[config.mk]
export PLATFORM = sky130hd
export DESIGN_NAME = sequence_detector_mealy
export DESIGN_NICKNAME = d
export VERILOG_FILES = /design/src/rtl/sequence_detector_mealy.sv
export SDC_FILE = /design/constraint.sdc
export NUM_CORES = 1
export LEC_CHECK = 0
export CORE_AREA = 3 3 40 42
export DETAILED_ROUTE_END_ITERATION = 10
export DIE_AREA = 0 0 43 45
export HOLD_SLACK_MARGIN = 0.12
export PLACE_DENSITY = 0.4
export SYNTH_ARGS = -nofsm -noshare
export SYNTH_HDL_FRONTEND = slang
export SYNTH_SLANG_ARGS = --single-unit
[constraint.sdc]
create_clock -name clk -period 1.3 [get_ports clk]
set_input_delay 0.13 -clock clk [delete_from_list [all_inputs] [get_ports clk]]
set_output_delay 0.13 -clock clk [all_outputs]
set_load 0.005 [all_outputs]
[src/rtl/sequence_detector_mealy.sv]
// sequence_detector_mealy
// Overlapping serial detector for the bit pattern 1011 on X, one bit per clock.
// M selects how the detect flag is formed:
//   M=0 (Mealy): Z is asserted combinationally while the final 1 is on X.
//   M=1 (Moore): Z is decoded from the state alone, one cycle after the final 1.
// Q exports the state register for debug.
//
//   state | Q   | meaning
//   ------+-----+---------------------------------------------
//   S0    | 000 | idle, no useful prefix seen
//   S1    | 001 | "1" seen
//   S2    | 010 | "10" seen
//   S3    | 011 | "101" seen
//   S4    | 100 | "1011" seen (reached only with M=1)
//   --    | 101, 110, 111 | illegal; recover to S0 with Z=0
module sequence_detector_mealy (
    input  logic       clk,
    input  logic       reset,
    input  logic       X,
    input  logic       M,
    output logic       Z,
    output logic [2:0] Q
);

    typedef enum logic [2:0] {
        S0 = 3'b000,
        S1 = 3'b001,
        S2 = 3'b010,
        S3 = 3'b011,
        S4 = 3'b100
    } state_t;

    state_t state_q;
    state_t state_d;

    // Next-state logic; the trailing 1 of a match is reused as the next prefix.
    always_comb begin
        state_d = S0;
        case (state_q)
            S0: state_d = X ? S1 : S0;
            S1: state_d = X ? S1 : S2;
            S2: state_d = X ? S3 : S0;
            S3: begin
                if (!X) begin
                    state_d = S2;
                end else if (M) begin
                    state_d = S4;
                end else begin
                    state_d = S1;
                end
            end
            S4: state_d = X ? S1 : S2;
            default: state_d = S0;
        endcase
    end

    // Detect flag: mode is read every cycle, and the flag is held low during reset.
    always_comb begin
        Z = 1'b0;
        if (reset) begin
            if (M) begin
                Z = (state_q == S4);
            end else begin
                Z = (state_q == S3) && X;
            end
        end
    end

    // State register with synchronous active-low reset.
    always_ff @(posedge clk) begin
        if (!reset) begin
            state_q <= S0;
        end else begin
            state_q <= state_d;
        end
    end

    assign Q = state_q;

endmodule

==> results.yml, run 1 <==
sta:
  max_slew_margin_pct: 84.02
  final.setup.tns_ns: -0.1177
  max_freq_mhz: 705.4
  finClkSkew_ns: 0.002795
  setup_slack_ns: -0.1177
  setup_viol: 1
  worst-slew-pin-transition_ns: 0.2389
  post-route-period-util_pct: 109.1
  finalHoldViolCount: 0
  final_max_slew_viol_count: 0
  rsz0062_at_grt: "true"
  period_needed_ns: 1.418
final_layout:
  areaGrowthSynthToFinish_pct: 110.9
  drive_gt1_share_pct: 48.65
  most-common-layout-cells: "buf_4, dlygate4sd2_1, clkbuf_4"
  diodes: 0
  fillCellCount: 143
  largest_reg_flops: 3
  layout_commonest_cell: "buf_4"
  seq_area_um2: 62.56
  multi_input_area_um2: 101.3
  fin_nets: 42
routing:
  dr_total_vias: 209
  wl_um: 520
  wl_met2_um: 270
  first_iter_violations: 2
  top_layer: "met3"
  ant_nets: 0
  post_drt_wl_per_cell_um: 10.00
  via_per_inst: 4.019
  dr.pass1.iters: 4
  drc: 0
  dr_wl_met3_um: 51
  wl_met1_um: 198
worst_setup_path:
  required_ns: 1.17
  start_kind: "flip-flop"
  worstPathArrival_ns: 1.29
  crit_chain: "nand3b_4 > or3b_1 > a21oi_2 > buf_2"
  cp_num_buf_inv: 1
  end_kind: "output pin"
  criticalPathCategory: "reg2out"
  slowest_stage: "or3b_1"
  slowest_delay_ns: 0.36
  critical_path_peak_fanout: 2
  crit_family: "simple AND/OR/NAND/NOR gates"
grt:
  grt_remaining_overflow: 0
  grt_pass1_wl_um: 800
  antenna_found_initial: 0
  grt_usage_pct: 6.078
  grt_pass1_vias: 222
  grt_max_degree: 8
outcome:
  status: "finished with violations"
  violations: "setup timing"
synthesis:
  ys_warn_count: 0
  syn_nets: 21
  yosysUniqueCellTypes: 13
  ys_seq_elements: 3
  synth_area_um2: 161.4
  synthCells: 17
  synth_seq_area_share_pct: 37.21
  syn_area_per_cell_um2: 9.494
power_and_ir_drop:
  ir_worst_vdd_mv: 0.2905
  powerDensity_mw_per_mm2: 898.8
  leakage_uw: 0.0001730
clocking:
  clock_latency_ns: 0.23
  cts.sinks: 3
  clock_path_buffers: 2
  path_clk_slew_ns: 0.04
  ctsHoldBuffers: 0
  htreeDepth: 1
  cts-root-buf: "clkbuf_4"
  cts_tree: "built"
  cts_made_buffers: 3
placement:
  place_hpwl_um: 409.6
  io_buffers: 7
  pre_cts_ws_ns: -0.6140
  place_congestion: 0.6694
die:
  fp.dieArea_mm2: 0.001935
  ioPinCount: 8
  initial_core_util_pct: 12.56
  num_rows: 13
  die_h_um: 45
  core_area_mm2: 0.001285
  die_w_um: 43
job:
  maxCapViolCount: 0
hold_path:
  hold_class: "in2reg"
-- area by class of cell --
| class | count | share of cell area, % |
|---|---|---|
| timing repair buffer | 16 | 37.50 |
| multi-input combinational | 13 | 29.78 |
| sequential | 3 | 18.38 |
| clock buffer | 4 | 7.721 |
| tap | 15 | 5.515 |
| inverter | 1 | 1.103 |
-- through the flow --
| stage | hold WS [ns] | utilization (%) | power [µW] | cell area (µm²) | cells |
|---|---|---|---|---|---|
| after floorplan | 0.2554 | - | 111.8 | 161.4 | 17 |
| after global placement | 0.5727 | 24.15 | 147.9 | 310.3 | 47 |
| after detailed placement | 0.5732 | 24.15 | 147.6 | 310.3 | 47 |
| after CTS | 0.4600 | 26.48 | 316.7 | 340.3 | 52 |
| after global routing | 0.4987 | 26.48 | 325.0 | 340.3 | 52 |
| final | 0.4622 | 26.48 | 305.9 | 340.3 | 52 |
-- path summary, 6_finish.rpt --
check | from | end | slack (ns) | depth (start not counted)
worst max-delay path | Q[2] | Z | -0.12 | 4
worst min-delay path | X | Q[0] | 0.46 | 4
worst max register to register | Q[2] | Q[1] | 0.25 | 4
worst min register to register | Q[0] | Q[0] | 0.57 | 2
-- where the power goes --
part | internal (µW) | switching [µW] | total [µW]
logic | 28.5 | 18.0 | 46.5
registers | 95.8 | 2.06 | 97.9
clock network | 115 | 46.6 | 162
total | 239 | 66.6 | 306
-- repair_timing --
item / 4_1_cts / 5_1_grt
endpoints found under the hold margin: 0 / 0
endpoints found under the setup margin: 4 / 1
gates resized for setup: 11 / 0
buffers inserted: 1 / 0
pin swaps: 2 / 1
cloned: 0 / 0
-- per-layer routing --
| metal | track usage, % | up-vias |
|---|---|---|
| met5 | 0 | - |
| met3 | 2.789 | 0 |
| met2 | 10.48 | 10 |
| met1 | 5.301 | 94 |
| met4 | 5.422 | 0 |
| li1 | - | 105 |
-- synth_stat cells, drive strengths merged --
master / count / share of area, %
a221oi: 1 / 5.4
nand3b: 1 / 12
nor2: 2 / 4.7
nand2: 1 / 2.3
inv: 1 / 2.3
nand2b: 1 / 3.9
or3b: 1 / 5.4
a21oi: 1 / 3.1
nand3: 2 / 6.2
o32ai: 1 / 5.4
a21o: 1 / 5.4
mux2i: 1 / 6.2
dfxtp: 3 / 37
-- tightest hold or removal path: stages --
cell	delay (ns)
dlygate4sd2_1	0.27
buf_4	0.14
nand2_1	0.06
a221oi_1	0.04
-- logic make-up after synthesis --
| family | count (synthesis) | synth area share, % |
|---|---|---|
| simple gates | 8 | 34.89 |
| compound gates | 4 | 19.38 |
| flops | 3 | 37.21 |
| mux | 1 | 6.202 |
| buf+inv | 1 | 2.323 |
No activity file was read; power rests on OpenSTA's default activity.
==> run 2: changes to the inputs <==
Settings changed: GPL_TIMING_DRIVEN set to 1, RECOVER_POWER set to 25, SETUP_SLACK_MARGIN set to 0.15.
==> results of run 2 <==
Final layout, timing and power as in run 1 (identical DEF).
